[config.mk]
export PLATFORM = sky130hd
export DESIGN_NAME = mem_arbiter_flat
export DESIGN_NICKNAME = d
export VERILOG_FILES = /design/src/rtl/mem_arbiter_if.sv /design/src/rtl/mem_arbiter.sv /design/src/flat_wrapper.sv
export SDC_FILE = /design/constraint.sdc
export NUM_CORES = 1
export LEC_CHECK = 0
export BUFFER_PORTS_ARGS = -buffer_cell sky130_fd_sc_hd__buf_4
export CAP_MARGIN = 25
export CORE_ASPECT_RATIO = 1.25
export CORE_MARGIN = 3
export CORE_UTILIZATION = 35
export CTS_BUF_LIST = sky130_fd_sc_hd__clkbuf_2
export DETAILED_ROUTE_END_ITERATION = 10
export GPL_TIMING_DRIVEN = 0
export PLACE_DENSITY = 0.68
export SYNTH_ARGS = -nofsm -noshare
export SYNTH_HDL_FRONTEND = slang
export SYNTH_SLANG_ARGS = --single-unit
[constraint.sdc]
create_clock -name clk -period 1.8 [get_ports clk]
set_clock_uncertainty 0.05 [all_clocks]
set_input_delay 0.27 -clock clk [delete_from_list [all_inputs] [get_ports clk]]
set_output_delay 0.27 -clock clk [all_outputs]
set_load 0.01 [all_outputs]
[src/rtl/mem_arbiter_if.sv]
// Bus bundle between the two requesters, the arbiter and the memory.
// The slave modport is the arbiter's view; master is the environment's view.
interface mem_arbiter_if;
    // Requester side
    logic        req0;
    logic        req1;
    logic        we0;
    logic        we1;
    logic [31:0] addr0;
    logic [31:0] addr1;
    logic [31:0] wdata0;
    logic [31:0] wdata1;
    logic        gnt0;
    logic        gnt1;
    logic        done0;
    logic        done1;
    logic        err;
    logic [31:0] rdata;
    // Memory side
    logic        mem_read;
    logic        mem_write;
    logic [31:0] mem_addr;
    logic [31:0] mem_wdata;
    logic [31:0] mem_rdata;
    logic        mem_ready;

    modport slave (
        input  req0, req1, we0, we1, addr0, addr1, wdata0, wdata1,
        input  mem_rdata, mem_ready,
        output gnt0, gnt1, done0, done1, err, rdata,
        output mem_read, mem_write, mem_addr, mem_wdata
    );

    modport master (
        output req0, req1, we0, we1, addr0, addr1, wdata0, wdata1,
        output mem_rdata, mem_ready,
        input  gnt0, gnt1, done0, done1, err, rdata,
        input  mem_read, mem_write, mem_addr, mem_wdata
    );
endinterface

[src/rtl/mem_arbiter.sv]
// Two-requester round-robin memory arbiter with a 16-cycle access timeout.
// One access at a time: IDLE -> ACCESS (strobes held) -> RESP (done pulse).
module mem_arbiter (
    input  logic           clk,
    input  logic           reset,
    mem_arbiter_if.slave   bus
);

    typedef enum logic [1:0] {
        IDLE,
        ACCESS,
        RESP
    } state_t;

    state_t      state_q;
    logic        armed_q;
    logic        last_q;
    logic        owner_q;
    logic [3:0]  wait_q;
    logic        gnt0_q;
    logic        gnt1_q;
    logic        done0_q;
    logic        done1_q;
    logic        err_q;
    logic [31:0] rdata_q;
    logic        mem_read_q;
    logic        mem_write_q;
    logic [31:0] mem_addr_q;
    logic [31:0] mem_wdata_q;

    logic        any_req_d;
    logic        win_d;
    logic        sel_we_d;
    logic [31:0] sel_addr_d;
    logic [31:0] sel_wdata_d;

    // Round-robin winner and its request fields; on a tie the requester not granted last wins
    always_comb begin
        any_req_d   = bus.req0 | bus.req1;
        win_d       = bus.req1 & (~bus.req0 | ~last_q);
        sel_we_d    = win_d ? bus.we1    : bus.we0;
        sel_addr_d  = win_d ? bus.addr1  : bus.addr0;
        sel_wdata_d = win_d ? bus.wdata1 : bus.wdata0;
    end

    // Access FSM with all outputs registered
    always_ff @(posedge clk or negedge reset) begin
        if (!reset) begin
            state_q     <= IDLE;
            armed_q     <= 1'b0;
            last_q      <= 1'b1;
            owner_q     <= 1'b0;
            wait_q      <= '0;
            gnt0_q      <= 1'b0;
            gnt1_q      <= 1'b0;
            done0_q     <= 1'b0;
            done1_q     <= 1'b0;
            err_q       <= 1'b0;
            rdata_q     <= '0;
            mem_read_q  <= 1'b0;
            mem_write_q <= 1'b0;
            mem_addr_q  <= '0;
            mem_wdata_q <= '0;
        end else begin
            // armed_q holds off arbitration for the first edge after reset release
            armed_q <= 1'b1;
            case (state_q)
                IDLE: begin
                    if (armed_q && any_req_d) begin
                        state_q     <= ACCESS;
                        owner_q     <= win_d;
                        last_q      <= win_d;
                        gnt0_q      <= ~win_d;
                        gnt1_q      <= win_d;
                        wait_q      <= '0;
                        mem_read_q  <= ~sel_we_d;
                        mem_write_q <= sel_we_d;
                        mem_addr_q  <= sel_addr_d;
                        mem_wdata_q <= sel_wdata_d;
                    end
                end
                ACCESS: begin
                    gnt0_q <= 1'b0;
                    gnt1_q <= 1'b0;
                    if (bus.mem_ready || (wait_q == 4'hF)) begin
                        // A ready on the last allowed cycle still wins over the timeout
                        state_q     <= RESP;
                        done0_q     <= ~owner_q;
                        done1_q     <= owner_q;
                        err_q       <= ~bus.mem_ready;
                        rdata_q     <= (bus.mem_ready && mem_read_q) ? bus.mem_rdata : '0;
                        mem_read_q  <= 1'b0;
                        mem_write_q <= 1'b0;
                        mem_addr_q  <= '0;
                        mem_wdata_q <= '0;
                    end else begin
                        wait_q <= wait_q + 4'd1;
                    end
                end
                RESP: begin
                    done0_q <= 1'b0;
                    done1_q <= 1'b0;
                    state_q <= IDLE;
                end
                default: begin
                    state_q <= IDLE;
                end
            endcase
        end
    end

    assign bus.gnt0      = gnt0_q;
    assign bus.gnt1      = gnt1_q;
    assign bus.done0     = done0_q;
    assign bus.done1     = done1_q;
    assign bus.err       = err_q;
    assign bus.rdata     = rdata_q;
    assign bus.mem_read  = mem_read_q;
    assign bus.mem_write = mem_write_q;
    assign bus.mem_addr  = mem_addr_q;
    assign bus.mem_wdata = mem_wdata_q;

endmodule

[src/flat_wrapper.sv]
// flat-port wrapper written by rule: the top's interface ports become plain ports
module mem_arbiter_flat 
  (clk, reset, bus_req0, bus_req1, bus_we0, bus_we1, bus_addr0, bus_addr1, bus_wdata0, bus_wdata1, bus_mem_rdata, bus_mem_ready, bus_gnt0, bus_gnt1, bus_done0, bus_done1, bus_err, bus_rdata, bus_mem_read, bus_mem_write, bus_mem_addr, bus_mem_wdata);
  mem_arbiter_if bus_i ();
  input  logic clk;
  input  logic reset;
  input wire logic [$bits(bus_i.req0)-1:0] bus_req0;
  input wire logic [$bits(bus_i.req1)-1:0] bus_req1;
  input wire logic [$bits(bus_i.we0)-1:0] bus_we0;
  input wire logic [$bits(bus_i.we1)-1:0] bus_we1;
  input wire logic [$bits(bus_i.addr0)-1:0] bus_addr0;
  input wire logic [$bits(bus_i.addr1)-1:0] bus_addr1;
  input wire logic [$bits(bus_i.wdata0)-1:0] bus_wdata0;
  input wire logic [$bits(bus_i.wdata1)-1:0] bus_wdata1;
  input wire logic [$bits(bus_i.mem_rdata)-1:0] bus_mem_rdata;
  input wire logic [$bits(bus_i.mem_ready)-1:0] bus_mem_ready;
  output wire logic [$bits(bus_i.gnt0)-1:0] bus_gnt0;
  output wire logic [$bits(bus_i.gnt1)-1:0] bus_gnt1;
  output wire logic [$bits(bus_i.done0)-1:0] bus_done0;
  output wire logic [$bits(bus_i.done1)-1:0] bus_done1;
  output wire logic [$bits(bus_i.err)-1:0] bus_err;
  output wire logic [$bits(bus_i.rdata)-1:0] bus_rdata;
  output wire logic [$bits(bus_i.mem_read)-1:0] bus_mem_read;
  output wire logic [$bits(bus_i.mem_write)-1:0] bus_mem_write;
  output wire logic [$bits(bus_i.mem_addr)-1:0] bus_mem_addr;
  output wire logic [$bits(bus_i.mem_wdata)-1:0] bus_mem_wdata;
  assign bus_i.req0 = bus_req0;
  assign bus_i.req1 = bus_req1;
  assign bus_i.we0 = bus_we0;
  assign bus_i.we1 = bus_we1;
  assign bus_i.addr0 = bus_addr0;
  assign bus_i.addr1 = bus_addr1;
  assign bus_i.wdata0 = bus_wdata0;
  assign bus_i.wdata1 = bus_wdata1;
  assign bus_i.mem_rdata = bus_mem_rdata;
  assign bus_i.mem_ready = bus_mem_ready;
  assign bus_gnt0 = bus_i.gnt0;
  assign bus_gnt1 = bus_i.gnt1;
  assign bus_done0 = bus_i.done0;
  assign bus_done1 = bus_i.done1;
  assign bus_err = bus_i.err;
  assign bus_rdata = bus_i.rdata;
  assign bus_mem_read = bus_i.mem_read;
  assign bus_mem_write = bus_i.mem_write;
  assign bus_mem_addr = bus_i.mem_addr;
  assign bus_mem_wdata = bus_i.mem_wdata;
  mem_arbiter u_core (.clk(clk), .reset(reset), .bus(bus_i));
endmodule
* Word level (Yosys, flattened, before mapping)
Cells that the tools add are included.
** Word-level totals
- Flip-flop bits (word level) :: 112
- Input port bits :: 167
- Word-level logic and storage cells :: 72
** Cells by class
- Add/subtract/negate cells :: 1
- Equal/unequal tests :: 6
- Mux-type cells :: 28
- Bitwise logic cells :: 9
- Reductions and logical operators :: 13
** Operators by type and width (count)
- 32-bit 2-to-1 mux :: 6
- 32-bit one-hot mux with 2 select lines :: 2
- 1-bit one-hot mux with 2 select lines :: 6
- 2-bit AND reduction :: 5
- 1-bit 2-to-1 mux :: 8
- 4-bit 2-to-1 mux :: 2
- 4-bit one-hot mux with 2 select lines :: 1
- 1-bit NOT :: 6
- 3-bit AND reduction :: 2
- 4-bit by 1-bit adder with 4-bit output, second input constant :: 1
- 4-bit == test, second input constant :: 1
- 2-bit 2-to-1 mux :: 2
- 2-bit by 1-bit inequality test with 1-bit output, second input constant :: 2
- 2-bit one-hot mux with 2 select lines :: 1
- 2-bit nonzero test :: 2
- 2-bit by 1-bit == test with 1-bit output, second input constant :: 1
- 2-bit == test, second input constant :: 1
- 1-bit logical AND :: 2
- 2-bit zero test :: 1
- 2-bit inequality test, second input constant :: 1
- 1-bit OR :: 2
- 1-bit bitwise AND :: 1
- 1-bit logical OR :: 1

* Depth between registers and ports, before layout
Gate-level depths: netlist (run 1).
- Word-level depth :: 7
- Mapped depth :: 8

* Least setup slack after synthesis (run 1)
Ideal clock, no wire load.
- Path type :: reg-to-reg
- Start point :: reg u_core.wait_q[0]
- End point :: reg u_core.mem_addr_q[30], in the netlist u_core.bus.mem_addr[30]
- Library setup time :: 0.125 ns
- Arrival :: 1.578 ns
- Required time :: 1.625 ns
- Setup slack :: 0.047 ns
- Cell stages (with the launch flop) :: 8
- Path buffers :: 2
- Period minus slack after synthesis :: 1.753 ns
- Cell sequence :: dfrtp_1 > ha_1 > a31oi_2 > nand2_2 > nand2_2 > buf_6 > buf_8 > mux2_4
** On the way
- Word-level cells in the longest chain between the ends :: 4
** Ends and longest elaborated chain
- start: declaration :: line mem_arbiter.sv:19 : logic [3:0] wait_q;
- start signal: assignment :: line mem_arbiter.sv:97 : wait_q <= wait_q + 4'd1;
- 4-bit == test :: line mem_arbiter.sv:85 : if (bus.mem_ready || (wait_q == 4'hF)) begin
- 1-bit logical OR :: line mem_arbiter.sv:85
- 2-bit by 1-bit inequality test with 1-bit output (no line)
- 3-bit AND reduction (no line)
- end signal: assignment :: line mem_arbiter.sv:78 : mem_addr_q <= sel_addr_d;
- end: declaration :: line mem_arbiter.sv:28 : logic [31:0] mem_addr_q;
No other way between the ends.
A chain may end at the register's enable or synchronous reset.

* Final worst setup path (run 1)
- Start point :: reg u_core.wait_q[0]
- End point :: reg u_core.mem_wdata_q[15], in the netlist u_core.bus.mem_wdata[15]
** On the way
- Word-level cells in the longest chain between the ends :: 4
** Ends and longest elaborated chain
- 4-bit == test :: line mem_arbiter.sv:85
- 1-bit logical OR :: line mem_arbiter.sv:85
- 2-bit by 1-bit inequality test with 1-bit output (no line)
- 3-bit AND reduction (no line)
- end signal: assignment :: line mem_arbiter.sv:79 : mem_wdata_q <= sel_wdata_d;
- end: declaration :: line mem_arbiter.sv:29 : logic [31:0] mem_wdata_q;
No other way between the ends.

==> results of run 1 <==
cell usage in the layout, fill, tap and decap left out, drive strengths merged:
cell type    count
a31oi            1
a21boi           1
o31ai            1
and2             2
clkbuf          23
dfstp            1
inv              7
a21oi           67
dlygate4sd3    163
nor3             2
nor2b            1
nand2          201
nand3           36
o2bb2ai          1
a22o             1
clkinv           2
nand2b           2
mux2i            1
conb             1
a21o             2
o21ai            7
dfrtp          111
ha               1
and3             1
mux2            64
o21a             1
a22oi            1
a21bo            1
nor2             5
clkinvlp         1
buf            306
cells by family (layout without fill, tap and decap cells):
group / count (synthesis) / after routing / share of synthesized area [%]
AOI/OAI and AO/OA: 84 / 84 / 8.44
adders and majority gates: 1 / 1 / 0.232
buffers and inverters: 43 / 502 / 4.45
DFF: 112 / 112 / 52.0
muxes: 65 / 65 / 16.2
other: 1 / 1 / 0.0695
and+or+nand+nor: 250 / 250 / 18.6
cells in the mapped netlist:
library cell  count  area, µm²
a21bo_1           1       10.0
a21boi_1          1       7.51
a21o_1            2       15.0
a21oi_1          67        335
a22o_1            1       8.76
a22oi_1           1       7.51
a31oi_2           1       12.5
and2_1            2       12.5
and3_1            1       6.26
buf_1             7       26.3
buf_2            15       75.1
buf_4             2       15.0
buf_6             1       11.3
buf_8             4       60.1
clkbuf_1         11       41.3
conb_1            1       3.75
dfrtp_1         111       2780
dfstp_2           1       26.3
ha_1              1       12.5
inv_1             2       7.51
inv_2             1       3.75
mux2_1           17        191
mux2_2            9        101
mux2_4           38        571
mux2i_1           1       10.0
nand2_1         199        747
nand2_2           2       12.5
nand2b_1          2       12.5
nand3_1          36        180
nor2_1            5       18.8
nor2b_1           1       6.26
nor3_1            2       10.0
o21a_1            1       7.51
o21ai_0           1       5.00
o21ai_1           6       30.0
o2bb2ai_1         1       8.76
o31ai_1           1       7.51
state kept, by name, summed over array words and instances (netlist names), 2 cells and up:
name / flops
u_core.wait_q: 4
u_core.bus.rdata: 32
u_core.state_q: 2
u_core.bus.mem_wdata: 32
u_core.bus.mem_addr: 32
repair_timing:
| item | 4_1_cts | 5_1_grt |
|---|---|---|
| hold buffers | 162 | 1 |
| pin swaps | 1 | 2 |
| endpoints found under the setup margin | 95 | 95 |
| endpoints found under the hold margin | 213 | 1 |
| resized for setup | 20 | 30 |
| buffers inserted | 7 | 3 |
path summary, 6_finish.rpt:
path	from	end	cells past startpoint
min in group asynchronous	reset	u_core.bus.rdata[4]$_DFFE_PN0P_	3
max in group asynchronous	reset	u_core.last_q$_DFFE_PN1P_	4
worst min register to register	u_core.owner_q$_DFFE_PN0P_	u_core.bus.done0$_DFFE_PN0P_	1
worst max-delay path	u_core.wait_q[0]$_DFFE_PN0P_	u_core.bus.mem_wdata[15]$_DFFE_PN0P_	7
worst max register to register	u_core.wait_q[0]$_DFFE_PN0P_	u_core.bus.mem_wdata[15]$_DFFE_PN0P_	7
worst min-delay path	bus_req0	u_core.state_q[0]$_DFFE_PN0P_	4
through the flow:
step / hold slack (ns) / cell area, µm² / utilization [%] / TNS, ns
detailed placement: 0.169 / 7670 / 51.1 / -11.57
global route: 0.0216 / 9620 / 64.1 / -4.29
floorplan: -0.0756 / 5400 / - / 0
CTS: 0.0000338 / 9530 / 63.5 / -2.29
global placement: 0.402 / 7640 / 50.9 / -12.26
finish: 0.0464 / 9620 / 64.1 / -1.62
per-layer routing:
| layer | GRT usage, % | share of wire [%] | vias up |
|---|---|---|---|
| met5 | 0 | 0 | - |
| met4 | 11.1 | 4.1 | 0 |
| met3 | 3.70 | 5.9 | 58 |
| met2 | 37.2 | 51 | 235 |
| met1 | 25.4 | 39 | 2745 |
| li1 | - | - | 2756 |
report_power, final:
group,internal (µW),leakage [µW],total (µW),switching (µW)
clock network,232,0.0000697,1170,940
logic,2800,0.00351,4990,2180
registers,3380,0.00145,3890,506
tightest hold or removal path, cell delays in order:
cell and delay [ns]:
buf_4 0.10, o21a_1 0.16, a22oi_2 0.11, inv_1 0.07
layout make-up:
class                           instances  area share, %
Multi-Input combinational cell        401           24.8
Buffer                                 40           3.27
Clock inverter                          7          0.755
Clock buffer                            9          0.468
Sequential cell                       112           29.2
Inverter                                3          0.117
Tap cell                              182           2.37
Timing Repair Buffer                  443           39.1
==> impl_metrics.csv, run 1 <==
group,metric,value,unit
run_status,status,"complete, but fails checks",
run_status,violations,"negative setup slack",
layout,area_growth,78.2,%
floorplan,die_area,17000,µm²
grt,grt_pass1_vias,5716,
grt,grt.overflow.total,0,
synthesis,syn_nets,724,
drt,ant_nets,0,
clock_tree,clkTransAtPathRegs,0.32,ns
placement,pre_cts_ws,-0.183,ns
flow_run,maxCapViolations,0,
timing,rsz0062_at_grt,"yes",
timing,fmax,538,MHz
critical_path,path_delay_family,"flip-flops",
synthesis,synth_area,5400,µm²
placement,dp.final_hpwl,11900,µm
timing,layout_min_cycle_time,1.86,ns
grt,antenna_found_initial,0,
clock_tree,root_buffer,"clkbuf_2",
timing,period_share,103,%
layout,diodes,0,
layout,regArea,2800,µm²
floorplan,start_util,35.9,%
critical_path,timing.critical_path.buf_inv,2,
floorplan,rows,50,
power,p_leak,0.00503,µW
timing,hold_viol_final,0,
critical_path,path_class,"reg2reg",
synthesis,synth_seq_cells,112,
power,ir_worst_vdd,424,µV
layout,nNetsFinal,1178,
power,p_total,10000,µW
clock_tree,clk-insertion-delay-late,0.61,ns
drt,drt_iter0_drc,259,
grt,gr-usage-all-layers,21.5,%
layout,multiInputGateArea,2380,µm²
critical_path,cp-end-kind,"flop",
clock_tree,cts_buffers,9,
synthesis,yosys_warnings,0,
power,powerDensity,1040,nW/µm²
grt,grt_pass1_wl,28600,µm
critical_path,crit_required,2.29,ns
clock_tree,cts_tree,"done",
synthesis,synth_seq_area_share,52.0,%
drt,vias_per_cell,4.84,
placement,gp_congestion,0.783,
timing,finalSetupViolCount,42,
critical_path,rrSetupSlack,-0.06,ns
synthesis,netlist_instances,556,
placement,dp.cells,1008,
floorplan,ios,270,
timing,drv_slew,0,
clock_tree,clock_path_buffers,2,
floorplan,core_area,15000,µm²
timing,fin_ws,-0.0595,ns
floorplan,die_x,117,µm
worst_hold_path,hold_class,"in2reg",
clock_tree,htreeDepth,3,
clock_tree,cts_sinks,112,
drt,wl_per_cell,16.2,µm
critical_path,crit_chain,"ha_2 -> a31oi_4 -> nand2_4 -> nand2_4 -> buf_12 -> buf_12 -> mux2_4",
drt,dr_total_vias,5794,
synthesis,avgSynthCellArea,9.70,µm²
floorplan,die_h,145,µm
synthesis,synth_cell_types,37,
critical_path,cp_data_arrival_time,2.35,ns
placement,io_buffers,269,
layout,drive_gt1_share,38.1,%
critical_path,start_kind,"flop",
layout,instances_no_fill,1197,
grt,grt_max_degree,70,
critical_path,cpPeakStageDelay,0.49,ns
critical_path,crit_slowest_cell,"dfrtp_1",
drt,dr.pass1.iters,4,
layout,fillers,1151,
critical_path,crit_fanout,10,
drt,drc,0,
drt,routed_wl,19400,µm
(Power assumes the default switching activity.)
==> run 2: changes to the inputs <==
BUFFER_PORTS_ARGS = -buffer_cell sky130_fd_sc_hd__buf_2   (was -buffer_cell sky130_fd_sc_hd__buf_4)
==> run 2 against run 1 <==
The flow still finishes with violations (negative setup slack). First-iteration DRC count up 6.9%. Sequential power about the same. Clock power grew 3%. Design area is 5.3% lower. Critical endpoint is now u_core.bus.mem_addr[6]$_DFFE_PN0P_.
==> impl_metrics.csv, run 2 (same netlist as run 1, synthesis figures left out) <==
group,metric,value,unit
grt,grt_max_degree,70,
placement,gp_congestion,0.762,
critical_path,r2r_end,"u_core.bus.mem_addr[6]$_DFFE_PN0P_",
grt,grt.overflow.total,0,
placement,io_buffers,269,
floorplan,die_x,117,µm
worst_hold_path,hold_end,"u_core.bus.gnt0$_DFFE_PN0P_",
clock_tree,htreeDepth,3,
layout,mostFrequentLayoutCells,"278 x buf_2, 199 x nand2_1, 163 x dlygate4sd3_1",
floorplan,ios,270,
critical_path,path_class,"reg2reg",
timing,fmax,548,MHz
clock_tree,cts_buffers,9,
power,powerDensity,1070,nW/µm²
drt,vias_per_cell,4.92,
layout,instances_no_fill,1202,
run_status,status,"complete, but fails checks",
grt,grt_pass1_wl,29600,µm
worst_hold_path,hold_depth,5,
critical_path,start_kind,"flop",
floorplan,core_area,15000,µm²
grt,grt_pass1_vias,6037,
power,ir_worst_vdd,519,µV
critical_path,crit_required,2.28,ns
clock_tree,cts_sinks,112,
layout,design_area,9110,µm²
placement,dp.cells,1008,
drt,wl_per_cell,16.4,µm
timing,tns,-0.142,ns
timing,layout_min_cycle_time,1.82,ns
critical_path,r2r_cells,8,
placement,placed_area,7000,µm²
power,p_leak,0.00493,µW
floorplan,die_h,145,µm
grt,gr-usage-all-layers,22.1,%
clock_tree,clk-insertion-delay-late,0.66,ns
run_status,violations,"negative setup slack",
drt,dr.pass1.iters,7,
critical_path,cp_data_arrival_time,2.31,ns
timing,finalHoldWorstSlack,0.0481,ns
drt,drc,0,
clock_tree,cts_tree,"done",
clock_tree,root_buffer,"clkbuf_2",
worst_hold_path,hold_path.startpoint,"bus_req1",
placement,pre_cts_ws,-0.180,ns
critical_path,cp-end-kind,"flop",
layout,final_common_cell,"buf_2",
critical_path,rrSetupSlack,-0.02,ns
critical_path,r2r_start,"u_core.wait_q[0]$_DFFE_PN0P_",
flow_run,maxCapViolations,0,
clock_tree,clock_path_buffers,2,
timing,hold_viol_final,0,
drt,drt_iter0_drc,277,
drt,dr_total_vias,5915,
floorplan,start_util,35.9,%
timing,finalSetupViolCount,14,
critical_path,crit_start,"u_core.wait_q[0]$_DFFE_PN0P_",
timing,period_share,101,%
drt,routed_wl,19700,µm
critical_path,crit_fanout,4,
floorplan,die_area,17000,µm²
placement,dp.final_hpwl,11400,µm
worst_hold_path,hold_class,"in2reg",
floorplan,rows,50,
layout,area_growth,68.8,%
clock_tree,clkTransAtPathRegs,0.38,ns
layout,fillers,1159,
grt,antenna_found_initial,0,
timing,drv_slew,0,
layout,nNetsFinal,1182,
drt,ant_nets,0,
timing,fin_ws,-0.0242,ns
layout,drive_gt1_share,38.7,%
timing,rsz0062_at_grt,"yes",
run 2: changes by cell type in the layout (fill, tap and decap cells not counted), sizes merged:
cell      previous run  this run
clkinvlp             1         2
clkbuf              23        26
clkinv               2         3
buf                306       307
inv                  7         5
diode                0         1
run 2: how the worst max path moves through the flow:
stage                                                endpoint  slack (ns)  depth (start not counted)
after floorplan           u_core.bus.mem_addr[30]$_DFFE_PN0P_        0.05                          7
after global placement       u_core.bus.rdata[19]$_DFFE_PN0P_       -0.99                          1
after detailed placement   u_core.bus.mem_addr[4]$_DFFE_PN0P_       -0.18                          7
after CTS                 u_core.bus.mem_wdata[0]$_DFFE_PN0P_       -0.08                          7
after global routing       u_core.bus.mem_addr[6]$_DFFE_PN0P_       -0.10                          8
final                      u_core.bus.mem_addr[6]$_DFFE_PN0P_       -0.02                          8
run 2: area by class of cell:
type,count,area [µm²],share of cell area (%)
Antenna cell,1,2.50,0.0275
Buffer,40,317,3.48
Clock buffer,9,45.0,0.495
Clock inverter,7,83.8,0.921
Inverter,3,11.3,0.124
Multi-Input combinational cell,401,2430,26.7
Sequential cell,112,2800,30.8
Tap cell,182,228,2.50
Timing Repair Buffer,447,3190,35.0
run 2: per-layer routing:
layer / up-vias / share of wire, % / GRT usage, %
li1: 2761 / - / -
met1: 2781 / 37 / 24.2
met2: 298 / 52 / 39.6
met3: 75 / 6.5 / 5.28
met4: 0 / 4.2 / 11.0
met5: - / 0 / 0
run 2: worst max-delay path, stage by stage, from the launching register on:
cell and delay [ns]:
dfrtp_1 0.50, ha_4 0.18, a31oi_4 0.19, nand2_2 0.11, nand2_4 0.09, buf_6 0.13, buf_16 0.11, buf_6 0.09
mux2_4 0.28
run 2: what timing repair did:
item                                   CTS  global route
cloned                                   2             1
resized for setup                       37            24
pin swaps                                3             2
setup endpoints to repair               95            86
hold buffers                           163             0
setup buffers                            8             3
endpoints found under the hold margin  213             0
run 2: metrics by stage:
| stage | total power (µW) | util (%) |
|---|---|---|
| finish | 9720 | 60.7 |
| global route | 10400 | 60.6 |
| CTS | 9600 | 60.0 |
| detailed placement | 7760 | 46.6 |
| global placement | 7690 | 46.4 |
| floorplan | 6150 | - |
run 2: where the power goes:
group / internal, µW / switching (µW) / total (µW) / leakage (µW)
Sequential: 3380 / 477 / 3860 / 0.00145
Clock: 235 / 971 / 1210 / 0.0000689
Combinational: 2470 / 2190 / 4660 / 0.00341
Total: 6080 / 3640 / 9720 / 0.00493
